`config.mk`:
```
export PLATFORM = sky130hd
export DESIGN_NAME = reset_sequencer_flat
export DESIGN_NICKNAME = d
export VERILOG_FILES = /design/src/rtl/reset_sequencer_if.sv /design/src/rtl/reset_sequencer.sv /design/src/flat_wrapper.sv
export SDC_FILE = /design/constraint.sdc
export NUM_CORES = 1
export LEC_CHECK = 0
export ABC_AREA = 0
export CAP_MARGIN = 40
export CORE_MARGIN = 3
export CORE_UTILIZATION = 40
export DETAILED_ROUTE_END_ITERATION = 10
export GPL_TIMING_DRIVEN = 0
export PLACE_DENSITY = 0.58
export SYNTH_ARGS = -nofsm -noshare
export SYNTH_HDL_FRONTEND = slang
export SYNTH_SLANG_ARGS = --single-unit
```
`constraint.sdc`:
```
create_clock -name CLK -period 1.35 [get_ports CLK]
set_input_delay 0.3375 -clock CLK [delete_from_list [all_inputs] [get_ports CLK]]
set_output_delay 0.3375 -clock CLK [all_outputs]
set_load 0.1 [all_outputs]
```
`src/rtl/reset_sequencer_if.sv`:
```
// Handshake bundle between the reset sequencer and whoever drives it.
// The master side raises the soft-reset request and watches the
// per-domain resets; the slave side is the sequencer itself.
interface reset_sequencer_if #(
    parameter int NUM_DOMAINS = 2
);

    logic                   Req;
    logic [NUM_DOMAINS-1:0] Rst_Out;
    logic                   Busy;
    logic                   Done;

    modport master (
        output Req,
        input  Rst_Out,
        input  Busy,
        input  Done
    );

    modport slave (
        input  Req,
        output Rst_Out,
        output Busy,
        output Done
    );

endinterface

```
`src/rtl/reset_sequencer.sv`:
```
// Reset sequencer for the reference clock domain.
//
// On system reset (RST low) or a soft-reset request (Req high) every
// domain reset output is driven low and held for PULSE_WIDTH cycles.
// The domains are then released one at a time in index order, GAP cycles
// apart. Busy is high whenever any domain is still held in reset, and
// Done pulses for a single cycle in the cycle the last domain is released.
//
// A request arriving at any point before the sequence completes restarts
// the whole sequence. Domains that were already released are pulled back
// into reset, so the release order seen downstream is always monotonic:
// bit i is never high while a lower-numbered bit is still low.
module reset_sequencer #(
    parameter int NUM_DOMAINS = 2,
    parameter int PULSE_WIDTH = 16,
    parameter int GAP         = 4,
    parameter int CNT_WIDTH   = 8
) (
    input  logic              CLK,
    input  logic              RST,
    reset_sequencer_if.slave  io_bus
);

    localparam int IDX_W = (NUM_DOMAINS > 1) ? $clog2(NUM_DOMAINS) : 1;

    localparam logic [CNT_WIDTH-1:0] PULSE_LAST = CNT_WIDTH'(PULSE_WIDTH - 1);
    localparam logic [CNT_WIDTH-1:0] GAP_LAST   = CNT_WIDTH'(GAP - 1);
    localparam logic [IDX_W-1:0]     IDX_LAST   = IDX_W'(NUM_DOMAINS - 1);

    typedef enum logic [1:0] {
        ST_ASSERT  = 2'd0,
        ST_RELEASE = 2'd1,
        ST_IDLE    = 2'd2
    } StateT;

    StateT                  r_state;
    logic [CNT_WIDTH-1:0]   r_cnt;
    logic [IDX_W-1:0]       r_idx;
    logic [NUM_DOMAINS-1:0] r_rstOut;
    logic                   r_busy;
    logic                   r_done;

    StateT                  w_stateNext;
    logic [CNT_WIDTH-1:0]   w_cntNext;
    logic [IDX_W-1:0]       w_idxNext;
    logic [NUM_DOMAINS-1:0] w_rstOutNext;
    logic                   w_busyNext;
    logic                   w_doneNext;
    logic                   w_req;

    assign w_req = io_bus.Req;

    // State register and registered outputs; RST low overrides everything,
    // including a simultaneous soft-reset request.
    always_ff @(posedge CLK) begin
        if (!RST) begin
            r_state  <= ST_ASSERT;
            r_cnt    <= '0;
            r_idx    <= '0;
            r_rstOut <= '0;
            r_busy   <= 1'b1;
            r_done   <= 1'b0;
        end else begin
            r_state  <= w_stateNext;
            r_cnt    <= w_cntNext;
            r_idx    <= w_idxNext;
            r_rstOut <= w_rstOutNext;
            r_busy   <= w_busyNext;
            r_done   <= w_doneNext;
        end
    end

    // Next-state and next-output logic. Every path that changes state also
    // clears the counter, so the counter never runs past its terminal count.
    // Done defaults to zero so it can only ever be a single-cycle pulse.
    always_comb begin
        w_stateNext  = r_state;
        w_cntNext    = r_cnt;
        w_idxNext    = r_idx;
        w_rstOutNext = r_rstOut;
        w_doneNext   = 1'b0;

        unique case (r_state)
            ST_ASSERT: begin
                w_rstOutNext = '0;
                if (w_req) begin
                    w_cntNext = '0;
                    w_idxNext = '0;
                end else if (r_cnt == PULSE_LAST) begin
                    w_rstOutNext[0] = 1'b1;
                    w_cntNext       = '0;
                    if (NUM_DOMAINS == 1) begin
                        w_idxNext   = '0;
                        w_stateNext = ST_IDLE;
                        w_doneNext  = 1'b1;
                    end else begin
                        w_idxNext   = IDX_W'(1);
                        w_stateNext = ST_RELEASE;
                    end
                end else begin
                    w_cntNext = r_cnt + CNT_WIDTH'(1);
                end
            end

            ST_RELEASE: begin
                if (w_req) begin
                    w_stateNext  = ST_ASSERT;
                    w_rstOutNext = '0;
                    w_cntNext    = '0;
                    w_idxNext    = '0;
                end else if (r_cnt == GAP_LAST) begin
                    w_cntNext = '0;
                    for (int i = 0; i < NUM_DOMAINS; i++) begin
                        if (IDX_W'(i) == r_idx) begin
                            w_rstOutNext[i] = 1'b1;
                        end
                    end
                    if (r_idx == IDX_LAST) begin
                        // The index is parked at zero in IDLE rather than
                        // stepping past the last domain, which would wrap
                        // when NUM_DOMAINS is a power of two.
                        w_idxNext   = '0;
                        w_stateNext = ST_IDLE;
                        w_doneNext  = 1'b1;
                    end else begin
                        w_idxNext = r_idx + IDX_W'(1);
                    end
                end else begin
                    w_cntNext = r_cnt + CNT_WIDTH'(1);
                end
            end

            ST_IDLE: begin
                w_rstOutNext = '1;
                w_cntNext    = '0;
                w_idxNext    = '0;
                if (w_req) begin
                    w_stateNext  = ST_ASSERT;
                    w_rstOutNext = '0;
                end
            end

            default: begin
                w_stateNext  = ST_ASSERT;
                w_rstOutNext = '0;
                w_cntNext    = '0;
                w_idxNext    = '0;
            end
        endcase

        w_busyNext = (w_stateNext != ST_IDLE);
    end

    assign io_bus.Rst_Out = r_rstOut;
    assign io_bus.Busy    = r_busy;
    assign io_bus.Done    = r_done;

endmodule

```
`src/flat_wrapper.sv`:
```
// flat-port wrapper written by rule: the top's interface ports become plain ports
module reset_sequencer_flat 
#(
    parameter int NUM_DOMAINS = 2,
    parameter int PULSE_WIDTH = 16,
    parameter int GAP         = 4,
    parameter int CNT_WIDTH   = 8
)
  (CLK, RST, io_bus_Req, io_bus_Rst_Out, io_bus_Busy, io_bus_Done);
  reset_sequencer_if #(.NUM_DOMAINS(NUM_DOMAINS)) io_bus_i ();
  input  logic CLK;
  input  logic RST;
  input wire logic [$bits(io_bus_i.Req)-1:0] io_bus_Req;
  output wire logic [$bits(io_bus_i.Rst_Out)-1:0] io_bus_Rst_Out;
  output wire logic [$bits(io_bus_i.Busy)-1:0] io_bus_Busy;
  output wire logic [$bits(io_bus_i.Done)-1:0] io_bus_Done;
  assign io_bus_i.Req = io_bus_Req;
  assign io_bus_Rst_Out = io_bus_i.Rst_Out;
  assign io_bus_Busy = io_bus_i.Busy;
  assign io_bus_Done = io_bus_i.Done;
  reset_sequencer #(.NUM_DOMAINS(NUM_DOMAINS), .PULSE_WIDTH(PULSE_WIDTH), .GAP(GAP), .CNT_WIDTH(CNT_WIDTH)) u_core (.CLK(CLK), .RST(RST), .io_bus(io_bus_i));
endmodule
```
**Word-level counts from Yosys, hierarchy flattened**

Cells that the tools add are included.
W data, S select, Z words.

- Bits of input ports: 3
- Flip-flop bits (word level): 15
- Logic and storage cells: 53

- Reductions and logical operators: 5
- $add $sub $neg: 2
- Equal/unequal tests: 9
- Bitwise logic cells: 3
- Muxes and demuxes: 27

Operator list:

| operator | number |
|---|---|
| $mux W8 | 4 |
| $mux W2 | 9 |
| $pmux W8 S2 | 1 |
| $pmux W2 S3 | 2 |
| $mux W1 | 10 |
| $ne A3 B2 Y1 const B | 3 |
| $add A8 B1 Y8 const B | 1 |
| $eq A8 B2 Y1 const B | 1 |
| $eq A8 B4 Y1 const B | 1 |
| $reduce_and A2 Y1 | 3 |
| $reduce_or A4 Y1 | 1 |
| $ne A3 B3 Y1 const B | 1 |
| $not A1 Y1 | 3 |
| $eq A2 B1 Y1 const B | 1 |
| $eq A2 B2 Y1 const B | 1 |
| $logic_not A2 Y1 | 1 |
| $ne A2 B2 Y1 const B | 1 |
| $pmux W1 S2 | 1 |
| $add A1 B1 Y1 const B | 1 |

**Logic depth before layout (Yosys ltp)**

- Word-level depth: 5
- Mapped depth: 6
- Gate-level depth less buffers: 6

**Worst setup path before layout**

Ideal clock, no wire load.

- Path type: register -> register
- From: reg u_core.r_cnt[5]
- To: reg u_core.r_busy (netlist: u_core.io_bus.Busy)
- Buffers on the path: 0
- Path slack: -102 ps
- Arrival time: 1323 ps
- Cell stages (with the launch flop): 5
- Path through: dfxtp_1 nor4_2 a41oi_1 a211oi_1 o31ai_1

- Cells in the longest elaborated chain, start to end: 5
- Elaborated cells on any way between the ends: 8
- Classes of those cells: eq/ne (3); mux (5)

RTL lines:

| element | line | RTL |
|---|---|---|
| start: declaration | reset_sequencer.sv:37 | `logic [CNT_WIDTH-1:0] r_cnt;` |
| start signal: assignment | reset_sequencer.sv:65 | `r_cnt <= w_cntNext;` |
| $eq A8 B2 Y1 or $eq A8 B4 Y1 (tied branches) | reset_sequencer.sv:111, reset_sequencer.sv:89 |  |
| $mux W2 (on tied branches) | reset_sequencer.sv:111, reset_sequencer.sv:89 |  |
| $mux W2 (on tied branches) | reset_sequencer.sv:106, reset_sequencer.sv:86 |  |
| $pmux W2 S3 * | reset_sequencer.sv:83 | `unique case (r_state)` |
| $ne A2 B2 Y1 * | reset_sequencer.sv:151 | `w_busyNext = (w_stateNext != ST_IDLE);` |
| end signal: assignment | reset_sequencer.sv:68 | `r_busy <= w_busyNext;` |
| end: declaration | reset_sequencer.sv:40 | `logic r_busy;` |

Mark *: on every way between the ends. The rest lies on a longest branch, timed or not.
A chain may end at the register's enable or synchronous reset.

**Worst setup path in the final report**

- From: reg u_core.r_cnt[4]
- To: reg u_core.r_busy (netlist: u_core.io_bus.Busy)

The elaborated chain is that of the path after synthesis.

==> flow_summary.toml <==
[pwr]
p_leak_nw = 0.425
max-vdd-ir-drop_v = 0.000487
powerDensity_nw_per_um2 = 662

[global_routing]
grt_pass1_wl_um = 3190
antenna_found_initial = 0
grt_max_degree = 9
grtUsageTotal_pct = 17.0
use_met1_pct = 22.0
groute.layer.met2.usage_pct = 25.3
busiest_layer = "met2"
use_met3_pct = 4.23
grt_pass1_vias = 712
globalRouteOverflowTotal = 0

[synthesis]
synth_xor_area_share_pct = 6.80
synthArstFlopShare_pct = 0
synth_compound_area_share_pct = 13.6
synthesis.nets = 90
ys_seq_area_share_pct = 38.8
synthCells = 82
synth.avg_cell_area_um2 = 9.43
synth_top_family_by_area = "simple AND/OR/NAND/NOR gates"
synthAdderAreaFrac_pct = 8.09
synth_seq_cells = 15
synth_mux_area_share_pct = 2.59
synth-simple-area-share_pct = 25.2
synth_edf_count = 0
yosys_warnings = 0
synth_area_um2 = 773
synthDistinctLibCells = 33
ys.flop_type = "dfxtp_1"

[routing]
dr_total_vias = 677
drt_iter0_drc = 22
wire_per_inst_um = 13.7
viasPerCell = 5.42
postRouteAntennaNets = 0
totalWireLength_um = 1710
first_pass_iters = 4
remaining_drc_errors = 0

[placement]
io_buffers = 6
dp_hpwl_um = 1150
gp_congestion = 0.785
place_ws_ns = -0.522

[cts]
cts_buffer_depth = 2
h-tree-depth = 1
cts_made_buffers = 3
cts_sinks = 15
cts_root_buffer = "clkbuf_4"
clock_latency_ns = 0.29
hold_buffers = 0
clkTransAtPathRegs_ns = 0.09
cts_tree = "yes"

[die]
die-area_um2 = 2500
num_io_pins = 7
die_w_um = 50.0
die_y_um = 50.0
start_util_pct = 43.4
fp-row-count = 15
core-area_um2 = 1780

[run_status]
failed_checks = "negative setup slack"
status = "finished with violations"

[timing]
layout_min_cycle_time_ns = 1.54
rsz0062_at_grt = "true"
slew_viol_final = 0
setup_viol_count_final = 11
hold_viol = 0
setup_slack_ns = -0.192
fin_crit_sh_pct = 114
slew-limit-headroom_pct = 76.6
fin_skew_ns = 0.00784
fmax_ghz = 0.649
tightest_slew_ns = 0.351

[cells_and_area]
area_growth_pct = 47.4
layout.nets = 109
antenna_cells = 0
final_util_pct = 63.9
drive_gt1_share_pct = 47.0

[setup_path]
setup.worst_path.start = "u_core.r_cnt[4]"
startpoint_type = "flip-flop"
worstPathMaxFanout = 3
crit_arrival_ns = 1.76
cp.required_ns = 1.56
crit_type = "flip-flop to flip-flop"
endpoint_kind = "flip-flop"
reg2reg_from = "u_core.r_cnt[4]"

[worst_hold_path]
min_path_type = "flip-flop to flip-flop"
min_from = "u_core.r_cnt[0]"

[flow_run]
drv_cap = 0
==> sequential cells by signal, summed over array words and instances (netlist names) <==
register               count
u_core.r_cnt               8
u_core.io_bus.Rst_Out      2
u_core.r_state             2
u_core.io_bus.Busy         1
u_core.io_bus.Done         1
u_core.r_idx               1
==> path summary, 6_finish.rpt <==
| path | end | slack [ns] | cells after the start |
|---|---|---|---|
| hold / removal | u_core.r_cnt[0] | 0.43 | 1 |
| hold reg to reg | u_core.r_cnt[0] | 0.43 | 1 |
| setup reg to reg | u_core.io_bus.Busy | -0.19 | 5 |
| setup / recovery | u_core.io_bus.Busy | -0.19 | 5 |
==> worst max-delay path, stage by stage (launching register included) <==
cell	delay, ns
dfxtp_4	0.37
or4_4	0.56
buf_4	0.16
o31ai_4	0.22
a221oi_2	0.10
o31ai_1	0.07
==> cell usage in the layout, fill, tap and decap left out, drive strengths merged, types with 2 or more instances in the layout <==
cell     instances
inv              8
dfxtp           15
nor2            12
xor2             5
clkbuf           4
a41oi            2
mux2i            2
o2111ai          2
nor4             3
nand4            4
buf             13
o31ai            2
nand2            2
nand3            2
ha               5
o21ai            3
==> stage by stage <==
step	std cells	hold WS [ns]	cell area [um^2]	total power [mW]	TNS, ns
floorplan	82	0.426	783	0.478	-0.223
global placement	113	0.441	875	0.494	-5.56
CTS	124	0.470	1060	0.758	-1.24
detailed placement	117	0.449	935	0.494	-4.15
finish	125	0.433	1140	0.754	-1.16
global route	125	0.461	1140	0.804	-1.92
==> what timing repair did <==
item,in CTS,in global routing
hold endpoints to repair,0,0
setup endpoints to repair,18,13
setup buffers,6,1
pin swaps,8,7
gates resized for setup,26,18
==> layer usage <==
metal | vias to the layer above | routed length (um)
met2 | 16 | 812
met1 | 324 | 774
li1 | 330 | -
met4 | 0 | 59
met5 | - | 0
met3 | 7 | 68
==> where the power goes <==
group	switching, mW	internal, mW
Clock	0.146	0.115
Combinational	0.0266	0.0192
Sequential	0.00474	0.443
Total	0.177	0.577
==> area by class of cell <==
cell class                      count  area [um^2]
Fill cell                         146          643
Multi-Input combinational cell     58          566
Sequential cell                    15          315
Timing Repair Buffer               14          164
Tap cell                           25         31.3
Inverter                            8         30.0
Clock buffer                        4         26.3
Buffer                              1         7.51
==> kinds of logic after synthesis <==
group / after synthesis
mux: 2
fa+ha+maj: 5
flops: 15
buf+inv: 9
compound gates: 13
simple gates: 32
xor+xnor: 6
==> cell usage after synthesis (2+ instances only) <==
library cell   n  area [um^2]
mux2i_1        2         20.0
inv_1          8         30.0
nand4_1        4         25.0
nand2_1        2         7.51
dfxtp_1       15          300
o31ai_1        2         15.0
nor2_1        11         41.3
o21ai_0        3         15.0
nand3_1        2         10.0
a41oi_1        2         17.5
ha_1           5         62.6
xor2_1         5         43.8
No activity file was read; power rests on OpenSTA's default activity.
